===== config.mk =====
export PLATFORM = sky130hd
export DESIGN_NAME = stopwatch_ctrl
export DESIGN_NICKNAME = d
export VERILOG_FILES = /design/src/rtl/stopwatch_ctrl.sv
export SDC_FILE = /design/constraint.sdc
export NUM_CORES = 1
export LEC_CHECK = 0
export ABC_CLOCK_PERIOD_IN_PS = 4130
export CORE_AREA = 4 4 76 64
export CTS_CLUSTER_SIZE = 40
export DETAILED_ROUTE_END_ITERATION = 7
export DIE_AREA = 0 0 80 68
export GPL_TIMING_DRIVEN = 1
export PLACE_DENSITY_LB_ADDON = 0.25
export SLEW_MARGIN = 20
export SYNTH_ARGS = -nofsm -noshare
export SYNTH_HDL_FRONTEND = slang
export SYNTH_SLANG_ARGS = --single-unit

===== constraint.sdc =====
create_clock -name clk_i -period 4.13 [get_ports clk_i]
set_input_delay 0.826 -clock clk_i [delete_from_list [all_inputs] [get_ports clk_i]]
set_output_delay 0.826 -clock clk_i [all_outputs]
set_load 0.01 [all_outputs]

===== src/rtl/stopwatch_ctrl.sv =====
// stopwatch_ctrl: run/pause/lap/reset sequencer for a 3-digit BCD stopwatch (0:00-9:59).
// Latency: button, tick and reset effects appear on all outputs one cycle later.
// No backpressure; optional blinking digits while paused when STOPWATCH_BLINK_EN is defined.
module stopwatch_ctrl #(
  parameter int TICK_DIV = 100
) (
  input  logic        clk_i,
  input  logic        rst_i,
  input  logic        tick_i,
  input  logic        btn_start_stop_i,
  input  logic        btn_lap_reset_i,
  output logic [11:0] number_o,
  output logic [2:0]  digit_en_o,
  output logic        running_o,
  output logic        ovf_o
);

  localparam int            PW        = (TICK_DIV > 1) ? $clog2(TICK_DIV) : 1;
  localparam logic [PW-1:0] PRESC_MAX = PW'(TICK_DIV - 1);

  typedef enum logic [1:0] {
    S_IDLE  = 2'd0,
    S_RUN   = 2'd1,
    S_LAP   = 2'd2,
    S_PAUSE = 2'd3
  } state_t;

  state_t        state_q, state_d;
  logic [3:0]    m1_q, m1_d;
  logic [3:0]    s10_q, s10_d;
  logic [3:0]    s1_q, s1_d;
  logic [11:0]   lap_q, lap_d;
  logic [PW-1:0] presc_q, presc_d;
  logic          ovf_q, ovf_d;
  logic [11:0]   number_q, number_d;
  logic          running_q, running_d;

  logic          clear_time;
  logic          capture_lap;
  logic          count_en;

  // Next-state logic; start/stop has priority over lap/reset in the same cycle.
  always_comb begin
    state_d     = state_q;
    clear_time  = 1'b0;
    capture_lap = 1'b0;
    case (state_q)
      S_IDLE: begin
        if (btn_start_stop_i) begin
          state_d = S_RUN;
        end else if (btn_lap_reset_i) begin
          clear_time = 1'b1;
        end
      end
      S_RUN: begin
        if (btn_start_stop_i) begin
          state_d = S_PAUSE;
        end else if (btn_lap_reset_i) begin
          state_d     = S_LAP;
          capture_lap = 1'b1;
        end
      end
      S_LAP: begin
        if (btn_start_stop_i) begin
          state_d = S_PAUSE;
        end else if (btn_lap_reset_i) begin
          state_d = S_RUN;
        end
      end
      S_PAUSE: begin
        if (btn_start_stop_i) begin
          state_d = S_RUN;
        end else if (btn_lap_reset_i) begin
          state_d    = S_IDLE;
          clear_time = 1'b1;
        end
      end
      default: state_d = S_IDLE;
    endcase
  end

  // Counting is qualified by the current state, so a tick in the cycle that
  // leaves RUN/LAP still counts and one in the cycle that enters RUN does not.
  assign count_en = tick_i && ((state_q == S_RUN) || (state_q == S_LAP));

  // Prescaler, BCD time, lap capture and sticky overflow.
  always_comb begin
    presc_d = presc_q;
    m1_d    = m1_q;
    s10_d   = s10_q;
    s1_d    = s1_q;
    ovf_d   = ovf_q;
    lap_d   = lap_q;
    if (capture_lap) begin
      // Pre-increment time is captured even if a rollover happens this cycle.
      lap_d = {m1_q, s10_q, s1_q};
    end
    if (clear_time) begin
      presc_d = '0;
      m1_d    = 4'd0;
      s10_d   = 4'd0;
      s1_d    = 4'd0;
      ovf_d   = 1'b0;
    end else if (count_en) begin
      if (presc_q == PRESC_MAX) begin
        presc_d = '0;
        if (s1_q >= 4'd9) begin
          s1_d = 4'd0;
          if (s10_q >= 4'd5) begin
            s10_d = 4'd0;
            if (m1_q >= 4'd9) begin
              m1_d  = 4'd0;
              ovf_d = 1'b1;
            end else begin
              m1_d = m1_q + 4'd1;
            end
          end else begin
            s10_d = s10_q + 4'd1;
          end
        end else begin
          s1_d = s1_q + 4'd1;
        end
      end else begin
        presc_d = presc_q + 1'b1;
      end
    end
  end

  // Registered outputs follow the next state so they change with it.
  always_comb begin
    number_d  = (state_d == S_LAP) ? lap_d : {m1_d, s10_d, s1_d};
    running_d = (state_d == S_RUN) || (state_d == S_LAP);
  end

  // State and datapath registers with synchronous reset.
  always_ff @(posedge clk_i) begin
    if (rst_i) begin
      state_q   <= S_IDLE;
      m1_q      <= 4'd0;
      s10_q     <= 4'd0;
      s1_q      <= 4'd0;
      lap_q     <= 12'h000;
      presc_q   <= '0;
      ovf_q     <= 1'b0;
      number_q  <= 12'h000;
      running_q <= 1'b0;
    end else begin
      state_q   <= state_d;
      m1_q      <= m1_d;
      s10_q     <= s10_d;
      s1_q      <= s1_d;
      lap_q     <= lap_d;
      presc_q   <= presc_d;
      ovf_q     <= ovf_d;
      number_q  <= number_d;
      running_q <= running_d;
    end
  end

  assign number_o  = number_q;
  assign running_o = running_q;
  assign ovf_o     = ovf_q;

`ifdef STOPWATCH_BLINK_EN
  logic [PW-1:0] blink_cnt_q, blink_cnt_d;
  logic          blink_phase_q, blink_phase_d;

  // Free-running blink divider, advanced by every tick regardless of state.
  always_comb begin
    blink_cnt_d   = blink_cnt_q;
    blink_phase_d = blink_phase_q;
    if (tick_i) begin
      if (blink_cnt_q == PRESC_MAX) begin
        blink_cnt_d   = '0;
        blink_phase_d = ~blink_phase_q;
      end else begin
        blink_cnt_d = blink_cnt_q + 1'b1;
      end
    end
  end

  // Blink divider registers.
  always_ff @(posedge clk_i) begin
    if (rst_i) begin
      blink_cnt_q   <= '0;
      blink_phase_q <= 1'b0;
    end else begin
      blink_cnt_q   <= blink_cnt_d;
      blink_phase_q <= blink_phase_d;
    end
  end

  // Digits blank on the odd blink phase only while paused.
  always_comb begin
    digit_en_o = ((state_q == S_PAUSE) && blink_phase_q) ? 3'b000 : 3'b111;
  end
`else
  assign digit_en_o = 3'b111;
`endif

endmodule


==> qor.txt, run 1 <==
Clock Pin Slew Worst Setup and Hold Paths: 0.09 ns
Synth Register Bits: 47
Syn Area/Cell: 8.76 um^2
largest area contributor in the netlist: dfxtp_1
predominant post-synthesis flop cell: dfxtp_1
grt total ovfl: 0
final net count: 289
most frequent cells in the layout: nor2_1, dfxtp_1, a21oi_1
largest net degree at the start of global routing: 21
crit-path leading delay family: simple AND/OR/NAND/NOR gates
Post-synth EDFFs: 0
total vias in the final route: 1,725
Synth area leaders: dfxtp_1, nor2_1, ha_1
Worst Skew: 0.0120 ns
Leak: 0.990 nW
number of library cell types mapped by synthesis: 50
CTS resizes: 0
HP Start: lap_q[1]
CTS max path bufs: 2
GPL Wtd Cong: 0.813
slowest cell delay on critical path: 0.54 ns
layout cells sized above 1: 4.83%
port bufs: 18
max_cap viols: 0
Post-DRT Antenna Nets: 0
core area: 0.00410 mm^2
register area share after synthesis: 42.5%
CTS root buf: clkbuf_8
VDD IR-drop max: 0.238 mV
Setup TNS Final: 0 ns
fill count: 380
Final Max Slew Viols: 0
critical path launch point: btn_lap_reset_i
clock sink count: 47
router iterations before antenna repair: 4
Internal: 656 uW
CP max stage cell: clkdlybuf4s50_1
NetSw: 181 uW
FF/Latch Area: 941 um^2
die span in x: 80 um
Die ar.: 0.00544 mm^2
FF-to-FF Start: state_q[1]
Clk pwr share: 38.6%
CP endpoint kind: register
I/O pin count: 22
Register-to-Register Path Depth: 11
minimum period implied by the final worst setup slack: 2.85 ns
crit path kind: input port to register
crit path buf inv count: 1
Initial Utilization: 54.1%
Inserted Diodes: 0
Combinational Power Share: 6.5%
Flop pwr share: 54.9%
height of the die: 68 um
antenna violations before repair: 0
clock buffer count from CTS: 5
Sw Share: 21.6%
Crit path arrival time: 3.09 ns
fin area: 0.00252 mm^2
CTS tree: done
DRC: 0
Max Clk Rate: 351 MHz
num rows: 21
RSZ-0062 raised after global routing: no
Via density: 5.29
first-pass GRT wire length: 7.27 mm
endpoints failing setup: 0
Post-Place Cell Area: 0.00242 mm^2
post-synth top area share: 42.5%
area delta synth->final: 13.8%
mapped cell area: 0.00222 mm^2
top fanout value on the critical path: 8
Worst-Margin Slew: 0.934 ns
CP cell instances: clkdlybuf4s50_1, nor2b_1, mux2_2, o2bb2ai_1, ha_1, or3_1, nor4_1, a21oi_1, o21ai_0
Crit path depth: 9
Post-synth ARST share: 0%
hold buffer count at CTS: 0
setup bufs post-CTS: 0
Max H-tree Level: 2
drt first-iter violations: 87
final worst path period share: 69.0%
pwr/cell area: 332 mW/mm^2
most common cell after layout, fill and taps aside: nor2_1
Tot Pwr: 837 uW
Setup crit start kind: input port
status: completed
required time worst endpoint: 4.37 ns
worst hold path type: register to register
Fin. Hold Viols: 0
wirelength, routed: 4.12 mm
area of the multi-input gates: 0.00118 mm^2
worst skew pair latency: 0.30 ns
HPWL after detailed placement: 2.95 mm
worst relative slew slack: 37.5%
YS warnings: 0
total global-route track usage: 17.0%
DR WL/cell: 12.7 um
vias in the first global route: 1,571
Syn Inst Count: 253
Hold Path Stages: 2
cell type report:
class	instances	area share [%]
multi-input combinational	185	46.7
sequential	47	37.3
timing repair buffer	19	7.44
clock buffer	6	2.88
tap	57	2.83
inverter	11	1.64
clock inverter	1	1.19
cells in the mapped netlist (2+ instances only):
cell type	n
dfxtp_1	47
a21oi_1	19
and2_1	2
xnor2_1	5
mux2i_1	8
nand3b_1	2
nor3b_1	2
xor2_1	3
inv_1	11
nand4_1	2
clkbuf_1	6
ha_1	15
buf_4	4
nor2b_1	4
o21ai_0	3
nand3_1	5
a21o_1	3
o211ai_1	2
nand2_1	8
a31oi_1	4
a21boi_0	2
buf_2	2
and3_1	2
nor2_1	52
nor3_1	7
nand2b_1	4
o22ai_1	6
worst reg2reg max path: stages (launching register included):
cell	delay, ns
dfxtp_1	0.39
inv_1	0.09
ha_1	0.23
nor2_1	0.15
o21ai_0	0.10
nand3b_1	0.09
o31ai_1	0.09
ha_1	0.28
or3_1	0.54
nor4_1	0.32
a21oi_1	0.06
o21ai_0	0.10
flip-flops by register name, summed over array words and instances, names as in the netlist:
register and count:
lap_q 12, number_o 12, presc_q 7, m1_q 4
s10_q 4, s1_q 4, state_q 2, ovf_o 1
running_o 1
power groups by stage:
| stage | logic [mW] | clock network [mW] | registers [mW] |
|---|---|---|---|
| finish | 0.0544 | 0.323 | 0.459 |
| global placement | 0.0546 | 0 | 0.470 |
| global route | 0.0608 | 0.345 | 0.460 |
| CTS | 0.0544 | 0.326 | 0.459 |
| detailed placement | 0.0540 | 0 | 0.470 |
| floorplan | 0.0390 | 0 | 0.471 |
final timing paths:
path / slack (ns) / end
worst min-delay path: 0.49 / lap_q[1]
worst max-delay path: 1.28 / number_o[4]
worst min register to register: 0.49 / lap_q[1]
worst max register to register: 1.65 / number_o[4]
routing by layer:
layer	share of wire, %	global-route usage, %	up-vias	wire length [um]
met1	53	23.5	781	2190
li1	-	-	899	-
met5	0	0	-	0
met2	40	25.4	39	1650
met3	5.3	5.39	6	219
met4	1.4	5.49	0	57
stage by stage:
stage	cells	setup slack (ns)	hold slack [ns]	util, %
floorplan	255	1.66	0.446	-
global placement	319	1.03	0.454	59.0
detailed placement	319	0.970	0.474	59.0
CTS	326	1.29	0.491	61.5
global route	326	1.05	0.511	61.5
finish	326	1.28	0.486	61.5
cells by family (layout without fill, tap and decap cells):
group,after synthesis,after routing,share of synthesized area [%]
AND/OR/NAND/NOR,102,102,23.4
AO/OA/AOI/OAI,48,48,13.5
flip-flops,47,47,42.5
buffers and inverters,23,37,4.69
adder cells (fa/ha/maj),15,15,8.47
multiplexers,9,9,4.12
XOR/XNOR,8,8,3.16
other,1,3,0.169
(Power assumes the default switching activity.)
==> run 2, diff against run 1 <==
--- a/config.mk
+++ b/config.mk
@@ -5,11 +5,11 @@
 export SDC_FILE = /design/constraint.sdc
 export NUM_CORES = 1
 export LEC_CHECK = 0
-export ABC_CLOCK_PERIOD_IN_PS = 4130
-export CORE_AREA = 4 4 76 64
+export ABC_CLOCK_PERIOD_IN_PS = 2400
+export CORE_AREA = 4 4 79 66
 export CTS_CLUSTER_SIZE = 40
 export DETAILED_ROUTE_END_ITERATION = 7
-export DIE_AREA = 0 0 80 68
+export DIE_AREA = 0 0 83 70
 export GPL_TIMING_DRIVEN = 1
 export PLACE_DENSITY_LB_ADDON = 0.25
 export SLEW_MARGIN = 20
==> constraint.sdc (replaced) <==
create_clock -name clk_i -period 2.4 [get_ports clk_i]
set_input_delay 0.48 -clock clk_i [delete_from_list [all_inputs] [get_ports clk_i]]
set_output_delay 0.48 -clock clk_i [all_outputs]
set_load 0.01 [all_outputs]
==> qor.txt, run 2 (same netlist as run 1, synthesis figures left out) <==
largest net degree at the start of global routing: 20
area delta synth->final: 18.9%
DR WL/cell: 13.0 um
Final Max Slew Viols: 0
pwr/cell area: 515 mW/mm^2
Setup WS pre-CTS: -0.152 ns
vias in the first global route: 1,683
Inserted Diodes: 0
port bufs: 18
CTS root buf: clkbuf_8
CTS tree: done
most common cell after layout, fill and taps aside: nor2_1
Clock Pin Slew Worst Setup and Hold Paths: 0.08 ns
top fanout value on the critical path: 5
GPL Wtd Cong: 0.824
Finished Core Util: 59.1%
crit path kind: register to register
crit path buf inv count: 1
FF/Latch Area: 942 um^2
die span in x: 83 um
CP endpoint kind: register
Fin. Hold Viols: 0
Worst Skew: 0.00743 ns
Max Clk Rate: 442 MHz
fill count: 426
Die ar.: 0.00581 mm^2
final worst path period share: 94.3%
Setup crit start kind: register
total global-route track usage: 16.5%
I/O pin count: 22
final worst setup slack: 0.138 ns
worst hold path type: register to register
core area: 0.00446 mm^2
status: completed
slowest cell delay on critical path: 0.44 ns
HPWL after detailed placement: 3.40 mm
endpoints failing setup: 0
first-pass GRT wire length: 7.88 mm
num rows: 22
hold buffer count at CTS: 0
crit-path leading delay family: simple AND/OR/NAND/NOR gates
Crit path arrival time: 2.49 ns
area of the multi-input gates: 0.00119 mm^2
layout cells sized above 1: 11.2%
VDD IR-drop max: 0.267 mV
RSZ-0062 raised after global routing: no
Leak: 1.06 nW
grt total ovfl: 0
most frequent cells in the layout: nor2_1, dfxtp_1, a21oi_1
final net count: 305
clock sink count: 47
CTS max path bufs: 2
Tot Pwr: 1.36 mW
clock buffer count from CTS: 5
worst skew pair latency: 0.30 ns
Post-DRT Antenna Nets: 0
router iterations before antenna repair: 5
Initial Utilization: 49.7%
DRC: 0
required time worst endpoint: 2.62 ns
Via density: 5.08
CP max stage cell: or3_4
CP cell instances: inv_1, ha_1, nor2_1, o21ai_0, nand3b_1, o31ai_1, ha_1, or3_4, nor4_1, a21oi_1, o21ai_0
total vias in the final route: 1,757
height of the die: 70 um
wirelength, routed: 4.49 mm
Max H-tree Level: 2
minimum period implied by the final worst setup slack: 2.26 ns
antenna violations before repair: 0
Hold Slack: 0.487 ns
drt first-iter violations: 77
max_cap viols: 0
## run 2: layout make-up
type / count / share of cell area (%)
Tap cell: 60 / 2.85
Multi-Input combinational cell: 185 / 45.0
Sequential cell: 47 / 35.8
Timing Repair Buffer: 35 / 11.7
Clock inverter: 1 / 0.190
Inverter: 11 / 1.57
Clock buffer: 7 / 2.90
## run 2: final timing paths
path	start	to	slack [ns]	cells past startpoint
setup / recovery	state_q[0]	number_o[4]	0.14	11
hold / removal	lap_q[1]	lap_q[1]	0.49	2
setup reg to reg	state_q[0]	number_o[4]	0.14	11
hold reg to reg	lap_q[1]	lap_q[1]	0.49	2
## run 2: what timing repair did
item | CTS | global route
gates resized for setup | 0 | 3
setup endpoints to repair | 0 | 3
buffers inserted | 0 | 0
## run 2: worst min-delay path: stages, from the launching register on
cell,delay (ns)
dfxtp_1,0.31
a21oi_1,0.07
nor2_1,0.08
## run 2: layer usage
metal | vias up | track usage (%) | part of all wire [%]
li1 | 925 | - | -
met1 | 787 | 23.6 | 54
met2 | 36 | 24.1 | 40
met3 | 9 | 3.77 | 4.0
met4 | 0 | 6.17 | 2.0
met5 | - | 0 | 0
## run 2: report_power, final
part | total (mW) | leakage [nW] | switching, mW | internal (mW)
Clock | 0.454 | 0.0422 | 0.250 | 0.205
Combinational | 0.110 | 0.638 | 0.0609 | 0.0493
Sequential | 0.790 | 0.380 | 0.00453 | 0.786
## run 2: metrics by stage
step                area, um^2  instances  TNS, ns
floorplan                 2220        255        0
global placement          2540        338   -0.272
CTS                       2630        346        0
finish                    2630        346        0
global route              2630        346        0
detailed placement        2540        338   -0.559
==> run 3, diff against run 2 <==
--- a/config.mk
+++ b/config.mk
@@ -16,3 +16,4 @@
 export SYNTH_ARGS = -nofsm -noshare
 export SYNTH_HDL_FRONTEND = slang
 export SYNTH_SLANG_ARGS = --single-unit
+export TNS_END_PERCENT = 30
==> results of run 3 <==
Same layout as run 2: the final DEF is identical, and so are final timing and power.
